--- config.mk ---
export PLATFORM = sky130hd
export DESIGN_NAME = parity_frame_tx
export DESIGN_NICKNAME = d
export VERILOG_FILES = /design/src/rtl/parity_pkg.sv /design/src/rtl/parity_frame_tx_baud_tick.sv /design/src/rtl/parity_frame_tx.sv
export SDC_FILE = /design/constraint.sdc
export NUM_CORES = 1
export LEC_CHECK = 0
export CORE_MARGIN = 8
export CORE_UTILIZATION = 35
export DETAILED_ROUTE_END_ITERATION = 12
export GPL_ROUTABILITY_DRIVEN = 0
export GPL_TIMING_DRIVEN = 0
export PLACE_DENSITY = 0.71
export REMOVE_ABC_BUFFERS = 1
export SLEW_MARGIN = 20
export SYNTH_ARGS = -nofsm -noshare
export SYNTH_HDL_FRONTEND = slang
export SYNTH_SLANG_ARGS = --single-unit
--- constraint.sdc ---
create_clock -name clk -period 1.58 [get_ports clk]
set_input_delay 0.395 -clock clk [delete_from_list [all_inputs] [get_ports clk]]
set_output_delay 0.395 -clock clk [all_outputs]
set_load 0.02 [all_outputs]
--- src/rtl/parity_pkg.sv ---
// Shared types and constants for the parity framing datapath.
// line_level maps a transmitter state to the level it drives on the serial line.
package parity_pkg;

   localparam int DEF_DATA_W       = 4;
   localparam int DEF_CLKS_PER_BIT = 4;
   localparam int FRAME_BITS       = DEF_DATA_W + 3;
   localparam logic LINE_IDLE      = 1'b1;

   typedef enum logic [2:0] {
      IDLE   = 3'd0,
      START  = 3'd1,
      DATA   = 3'd2,
      PARITY = 3'd3,
      STOP   = 3'd4
   } state_t;

   function automatic logic line_level(input state_t st, input logic data_bit, input logic parity_bit);
      logic lvl;
      case (st)
         START:   lvl = 1'b0;
         DATA:    lvl = data_bit;
         PARITY:  lvl = parity_bit;
         STOP:    lvl = LINE_IDLE;
         default: lvl = LINE_IDLE;
      endcase
      return lvl;
   endfunction

endpackage

--- src/rtl/parity_frame_tx_baud_tick.sv ---
// Bit-period divider: strobes o_bit_end on the last cycle of every serial bit.
// Held at zero while i_clear is high so the first bit after IDLE gets a full period.
module baud_tick #(
   parameter int CLKS_PER_BIT = 4
) (
   input  logic clk,
   input  logic rst_n,
   input  logic i_clear,
   output logic o_bit_end
);

   localparam int CW = (CLKS_PER_BIT > 1) ? $clog2(CLKS_PER_BIT) : 1;
   localparam logic [CW-1:0] LAST = CW'(CLKS_PER_BIT - 1);
   localparam logic [CW-1:0] ONE  = CW'(1'b1);

   logic [CW-1:0] r_cnt;
   logic          w_wrap;

   assign w_wrap    = (r_cnt == LAST);
   assign o_bit_end = !i_clear && w_wrap;

   // Cycle counter within the current bit period.
   always_ff @(posedge clk) begin
      if (!rst_n) begin
         r_cnt <= {CW{1'b0}};
      end else if (i_clear || w_wrap) begin
         r_cnt <= {CW{1'b0}};
      end else begin
         r_cnt <= r_cnt + ONE;
      end
   end

endmodule

--- src/rtl/parity_frame_tx.sv ---
// Serial framer: start bit, DATA_W data bits LSB first, parity bit, stop bit.
// tx_out is registered from the next-state view, so the line changes on the edge a state begins.
module parity_frame_tx
   import parity_pkg::*;
#(
   parameter int DATA_W       = DEF_DATA_W,
   parameter int CLKS_PER_BIT = DEF_CLKS_PER_BIT
) (
   input  logic              clk,
   input  logic              rst_n,
   input  logic [DATA_W-1:0] in_data,
   input  logic              in_parity,
   input  logic              in_valid,
   output logic              in_ready,
   output logic              tx_out,
   output logic              busy,
   output logic              done
);

   localparam int BCW = $clog2(DATA_W + 1);
   localparam logic [BCW-1:0] LAST_BIT = BCW'(DATA_W - 1);
   localparam logic [BCW-1:0] BIT_ONE  = BCW'(1'b1);

   state_t            r_state;
   state_t            w_state_next;
   logic [DATA_W-1:0] r_shreg;
   logic [DATA_W-1:0] w_shreg_next;
   logic              r_parity;
   logic              w_parity_next;
   logic [BCW-1:0]    r_bit_cnt;
   logic [BCW-1:0]    w_bit_cnt_next;
   logic              r_tx;
   logic              w_tx_next;
   logic              w_clear;
   logic              w_bit_end;

   assign w_clear = (r_state == IDLE);

   baud_tick #(
      .CLKS_PER_BIT(CLKS_PER_BIT)
   ) u_baud_tick (
      .clk      (clk),
      .rst_n    (rst_n),
      .i_clear  (w_clear),
      .o_bit_end(w_bit_end)
   );

   // Next-state, shift register and bit counter update.
   always_comb begin
      w_state_next   = r_state;
      w_shreg_next   = r_shreg;
      w_parity_next  = r_parity;
      w_bit_cnt_next = r_bit_cnt;
      case (r_state)
         IDLE: begin
            if (in_valid) begin
               w_state_next   = START;
               w_shreg_next   = in_data;
               w_parity_next  = in_parity;
               w_bit_cnt_next = {BCW{1'b0}};
            end else begin
               w_state_next = IDLE;
            end
         end
         START: begin
            if (w_bit_end) begin
               w_state_next = DATA;
            end else begin
               w_state_next = START;
            end
         end
         DATA: begin
            if (w_bit_end) begin
               w_shreg_next   = r_shreg >> 1'b1;
               w_bit_cnt_next = r_bit_cnt + BIT_ONE;
               if (r_bit_cnt == LAST_BIT) begin
                  w_state_next = PARITY;
               end else begin
                  w_state_next = DATA;
               end
            end else begin
               w_state_next = DATA;
            end
         end
         PARITY: begin
            if (w_bit_end) begin
               w_state_next = STOP;
            end else begin
               w_state_next = PARITY;
            end
         end
         STOP: begin
            if (w_bit_end) begin
               w_state_next = IDLE;
            end else begin
               w_state_next = STOP;
            end
         end
         default: begin
            w_state_next = IDLE;
         end
      endcase
      w_tx_next = line_level(w_state_next, w_shreg_next[0], w_parity_next);
   end

   // State, datapath and line register.
   always_ff @(posedge clk) begin
      if (!rst_n) begin
         r_state   <= IDLE;
         r_shreg   <= {DATA_W{1'b0}};
         r_parity  <= 1'b0;
         r_bit_cnt <= {BCW{1'b0}};
         r_tx      <= LINE_IDLE;
      end else begin
         r_state   <= w_state_next;
         r_shreg   <= w_shreg_next;
         r_parity  <= w_parity_next;
         r_bit_cnt <= w_bit_cnt_next;
         r_tx      <= w_tx_next;
      end
   end

   assign in_ready = (r_state == IDLE);
   assign busy     = (r_state != IDLE);
   assign done     = (r_state == STOP) && w_bit_end;
   assign tx_out   = r_tx;

endmodule

==> results.md, run 1 <==
- Outcome: completed
- Clock transition at path regs: 90 ps
- R2R cell count: 6
- Setup CP Type: register to output pin
- Fin. max-slew vios: 0
- CP Capture Type: output pin
- Die Wd: 59.9 um
- Vias in the first global route: ~580
- DR vias/cell: 4.91
- Clock skew: about 4.8 ps
- Predominant post-synthesis flop cell: dfxtp_1
- Post-Synth XOR/XNOR Area: 0.0130
- Port bufs: 11
- Post-DRT Antenna Nets: 0
- Min Tclk post-route: 1530 ps
- Layout cell share with drive strength beyond 1: 0.329
- Largest family of logic cells by synthesized area: simple AND/OR/NAND/NOR gates
- Synth area leaders: dfxtp_1 (42%), ha_1 (5.6%), a21boi_1 (4.5%)
- PwrDens: 777 nW/um^2
- Async SR Flop Fraction: 0
- Die ar.: 3580 um^2
- Diode count: 0
- Leakage power: 0.350 nW
- Buf/Inv on CP: 1
- PnR worst setup slack: 50.1 ps
- Ys Warns: 0
- Global-route wire length before repair: about 2400 um
- Most common library cell in the layout ignoring fill and taps: dfxtp_1
- Gr usage total: 0.0884
- DP HPWL: 912 um
- Stages on worst setup path: 3
- Critical-path maximum fanout: 8
- Post-Synth Adder-Cell Area: 0.0558
- Initial Util: 0.358
- Largest net degree at the start of global routing: 15
- Share of the synthesized area in the top cell type: 0.416
- Yosys cell types: 33
- Remaining DRCs: 0
- Area leader, netlist: dfxtp_1
- Share of the yosys chip area belonging to registers: 0.416
- DIE HEIGHT: about 60 um
- Biggest cell delay along the critical path: 390 ps
- Synthesized netlist cell count: 67
- Reg area: around 290 um^2
- Worst-Margin Slew: 382 ps
- Total congestion overflow: 0
- Cts bufs inserted: 3
- Synth Area in Simple Gates: 0.286
- # H-tree levels: 1
- Register bit total from synthesis: 14
- Critical path arrival: 1130 ps
- Area grow syn2layout: 39.0%
- Final net count: 97
- Final wirelength: 1370 um
- TritonCTS Sinks: 14
- Syn_area_per_cell: 10.0 um^2
- Final core area utilization: 0.497
- Mux contribution to synthesized area: 0.0297
- Largest delay share family, worst path: flip-flops
- I/O pin cnt: 12
- Hold Crit Depth: 1
- Core area: between 1500 and 2000 um^2
- Ordered list of cells on the worst path: nor2_1 -> and3_1 -> buf_2
- Clk buf depth: 2
- Worst Setup Start Kind: register
- Number of synthesized flops with an enable pin: 0
- Synth Cell Area: ~670 um^2
- Fin. Hold Viols: 0
- Setup Viol. Count Final: 0
- FMAX: between 0.6 and 0.7 GHz
- Multi-input logic area: ~420 um^2
- Worst skew pair latency: 280 ps
- Post-synthesis compound-gate area fraction: 0.147
- Drt first pass iters: 3
- Post-DR wirelength/cell: 12.3 um
- Initial drt markers: 6
- RSZ-0062 raised after global routing: yes
- CTS root buf: clkbuf_4
- Max cap viols: 0
- CTS tree: done
- Setup Slack @ Placement: -506 ps
- Vias: 550
- Worst min path class: register to register
- Max transition margin: 0.744
- Worst path required time: 1180 ps
- Highest-count cells in the layout ignoring fill and taps: dfxtp_1 (9), nand2_1 (6), clkdlybuf4s50_1 (6), buf_4 (6)
- Fillers: 200
- Final period util: 0.968
- Row count: 16
- Initial antenna violation count: 0
- CP max-delay cell: dfxtp_4
- Worst vdd ir: 0.578 mV
-- Yosys cell counts (all sizes together), types with 2 or more instances --
master,number
buf,3
mux2i,2
a21boi,4
inv,2
ha,3
nor2,2
a21oi,2
nand2,6
and2,2
and3,2
dfxtp,14
nor2b,4
nor4b,3
a22oi,4
-- state kept, by name (all words and copies together), names as in the netlist --
name,count
r_state,3
tx_out,1
r_parity,1
r_bit_cnt,3
r_shreg,4
u_baud_tick.r_cnt,2
-- per-layer routing --
metal | routed length, um | global-route usage
met2 | 671 | 0.143
met1 | 620 | 0.0978
met4 | 0 | 0.0204
met5 | 0 | 0
met3 | 81 | 0.0495
-- worst reg2reg max path, stage by stage, from the launching register on --
cell,delay [ps]
dfxtp_1,350
ha_4,170
ha_4,150
and3_1,160
o31a_1,260
nor4b_2,250
a22oi_2,80
-- layout make-up --
type	count	share of cell area
Multi-Input combinational cell	47	0.451
Timing Repair Buffer	18	0.152
Tap cell	27	0.0361
Sequential cell	14	0.314
Inverter	2	0.00802
Clock buffer	4	0.0388
-- path summary, 6_finish.rpt --
kind,endpoint,slack (ps),start
setup / recovery,done,50,r_state[1]
hold / removal,u_baud_tick.r_cnt[0],450,u_baud_tick.r_cnt[0]
setup reg to reg,tx_out,60,r_bit_cnt[1]
hold reg to reg,u_baud_tick.r_cnt[0],450,u_baud_tick.r_cnt[0]
-- metrics by stage --
stage | hold WS [ps] | TNS (ps) | instance area [um^2] | instances | power, mW
4_1_cts | 447 | 0 | 910 | 109 | 0.738
6_report | 445 | 0 | 936 | 112 | 0.727
3_5_place_dp | 427 | -2910 | 790 | 101 | 0.469
2_1_floorplan | 408 | -130 | 646 | 63 | 0.429
5_1_grt | 464 | -15.5 | 936 | 112 | 0.761
3_3_place_gp | 418 | -2890 | 790 | 101 | 0.468
-- timing repair --
item | in CTS | in global routing
hold endpoints to repair | 0 | 0
hold buffers | 0 | 0
gates resized for setup | 32 | 2
setup buffers | 4 | 3
pin swaps | 7 | 3
endpoints found under the setup margin | 6 | 3
-- cell families (layout without fill, tap and decap cells) --
| logic type | Yosys count | count (layout) |
|---|---|---|
| compound gates | 13 | 13 |
| buf+inv | 6 | 24 |
| simple gates | 28 | 28 |
| mux | 2 | 2 |
| fa+ha+maj | 3 | 3 |
| xor+xnor | 1 | 1 |
| flops | 14 | 14 |
-- power by group --
group          internal, mW  switching, mW  total (mW)  leakage [nW]
combinational        0.0519         0.0383      0.0903         0.212
sequential            0.363         0.0108       0.374         0.117
clock                 0.140          0.123       0.264        0.0210
Note: power is estimated with default switching activity, not from simulation.
==> inputs of run 2 (changes only) <==
GPL_TIMING_DRIVEN = not set   (was 0)
==> run 2 against run 1 <==
Effect of this change:
- the run now ends with setup timing left
- combinational power increased by 35%
- largest power group unchanged
- global-route usage up 0.71 points
- die area stayed put
- highest routed layer is now met4
- cell count increased by 9.8%
- routed wire length grew 8.9%
- critical path type is now register to register
- non-clock buffer count increased by 11
==> results.md, run 2 (same netlist as run 1, synthesis figures left out) <==
- Biggest cell delay along the critical path: 370 ps
- Final core area utilization: 0.551
- Hold Crit Depth: 2
- DIE HEIGHT: 59.9 um
- Most common library cell in the layout ignoring fill and taps: buf_4
- Max reg flops: 4
- Initial drt markers: 8
- Setup Viol. Count Final: 1
- Top Registers: r_shreg: 4 flops, r_bit_cnt: 3 flops, r_state: 3 flops
- Largest delay share family, worst path: simple AND/OR/NAND/NOR gates
- Highest-count cells in the layout ignoring fill and taps: buf_4 (16), dfxtp_1 (8), clkdlybuf4s50_1 (6), nand2_1 (5), dfxtp_2 (5)
- Clock transition at path regs: 90 ps
- Final period util: 1.01
- Die ar.: ~3600 um^2
- Max transition margin: 0.808
- Max cap viols: 0
- Placed Area: roughly 890 um^2
- Worst skew pair latency: approximately 280 ps
- Worst vdd ir: 0.547 mV
- Ordered list of cells on the worst path: buf_6 -> nor4b_4 -> mux2i_1 -> or3_1 -> a22oi_2
- Worst Hold End: r_bit_cnt[2]
- Remaining DRCs: 0
- Hold_sp: r_bit_cnt[2]
- Drt first pass iters: 4
- CP max-delay cell: dfxtp_4
- Setup TNS: -12.1 ps
- Reg2reg setup slack: -10 ps
- Initial antenna violation count: 0
- Total congestion overflow: 0
- Layout cell share with drive strength beyond 1: 0.469
- Leakage power: 0.407 nW
- Worst-Margin Slew: between 200 and 300 ps
- Area grow syn2layout: 54.1%
- Worst Setup Start Kind: register
- Final wirelength: 1500 um
- Critical R2R Launch: r_state[1]
- Placed cell count: 114
- Initial Util: 0.358
- Min Tclk post-route: 1590 ps
- RSZ-0062 raised after global routing: yes
- CTS tree: done
- PnR worst setup slack: -12.1 ps
- Vias: 585
- Post-DR wirelength/cell: 12.2 um
- Diode count: 0
- CTS root buf: clkbuf_4
- RR Endpoint: tx_out
- Post-DRT Antenna Nets: 0
- Non-Filler Instances: 123
- Hold buffer count at cts: 0
- Most flops, register: r_shreg
- Total Power: between 0.7 and 0.8 mW
- Row count: 16
- Post-Layout Inst Area: about 1000 um^2
- R2R cell count: 5
- Core area: 1880 um^2
- FMAX: roughly 0.63 GHz
- CP Capture Type: register
- Buf/Inv on CP: 1
- Largest net degree at the start of global routing: 12
- Fin. Hold Viols: 0
- Final net count: 108
- PwrDens: 733 nW/um^2
- Clock skew: 0.538 ps
- Critical path arrival: roughly 1800 ps
- I/O pin cnt: 12
- Cts bufs inserted: 3
- Die Wd: 59.9 um
- Vias in the first global route: 610
- TritonCTS Sinks: 14
- Clk buf depth: 2
- Outcome: complete, but fails checks
- Fillers: 186
- DR vias/cell: about 4.8
- Critical-path maximum fanout: 7
- Worst min path class: register to register
- Gr usage total: 0.0955
- Worst path required time: ~1800 ps
- Failing checks: setup timing
- # H-tree levels: 1
- Global-route wire length before repair: 2610 um
- Setup CP Type: register to register
- Port bufs: 11
- Fin. max-slew vios: 0
[run 2: cell types whose count changed in the layout (fill, tap and decap cells not counted), sizes merged]
cell	change
buf	+11
[run 2: worst max-delay path by stage]
stage | startpoint | endpoint | slack, ps | depth (start not counted)
finish | r_state[1] | tx_out | -10 | 5
global route | r_state[2] | tx_out | -60 | 5
CTS | r_bit_cnt[1] | tx_out | -10 | 6
detailed placement | in_valid | tx_out | -330 | 5
global placement | in_valid | tx_out | -290 | 5
floorplan | r_state[1] | busy | -130 | 2
[run 2: per-layer routing]
metal,GRT usage,part of all wire,up-vias
met5,0,0,-
met3,0.0409,0.051,2
met4,0.0306,0.0067,0
met1,0.104,0.45,274
li1,-,-,296
met2,0.162,0.50,13
[run 2: per-stage QoR]
step                      hold slack [ps]  setup slack (ps)
after floorplan                       408              -130
after global placement                416              -287
after detailed placement              431              -327
after CTS                             458             -13.3
after global routing                  484             -57.0
final                                 459             -12.1
[run 2: report_power, final]
group	total (mW)	internal, mW	switching (mW)
clock	0.265	0.140	0.125
sequential	0.374	0.365	0.00870
combinational	0.122	0.0732	0.0483
[run 2: cell type report]
class	instances	area (um^2)	share of cell area
clock buffer	4	36.3	0.0350
timing repair buffer	29	235	0.227
sequential	14	290	0.280
tap	27	33.8	0.0326
multi-input combinational	47	434	0.419
inverter	2	7.51	0.00724
[run 2: timing repair]
item,4_1_cts,5_1_grt
pin swaps,8,5
cloned,0,0
gates resized for setup,28,10
buffers inserted,3,2
endpoints found under the setup margin,6,5
[run 2: worst reg2reg max path, cell delays in order (launching register included)]
cell     delay [ps]
dfxtp_4         370
buf_6           140
nor4b_4         340
mux2i_1         140
or3_1           370
a22oi_2         160
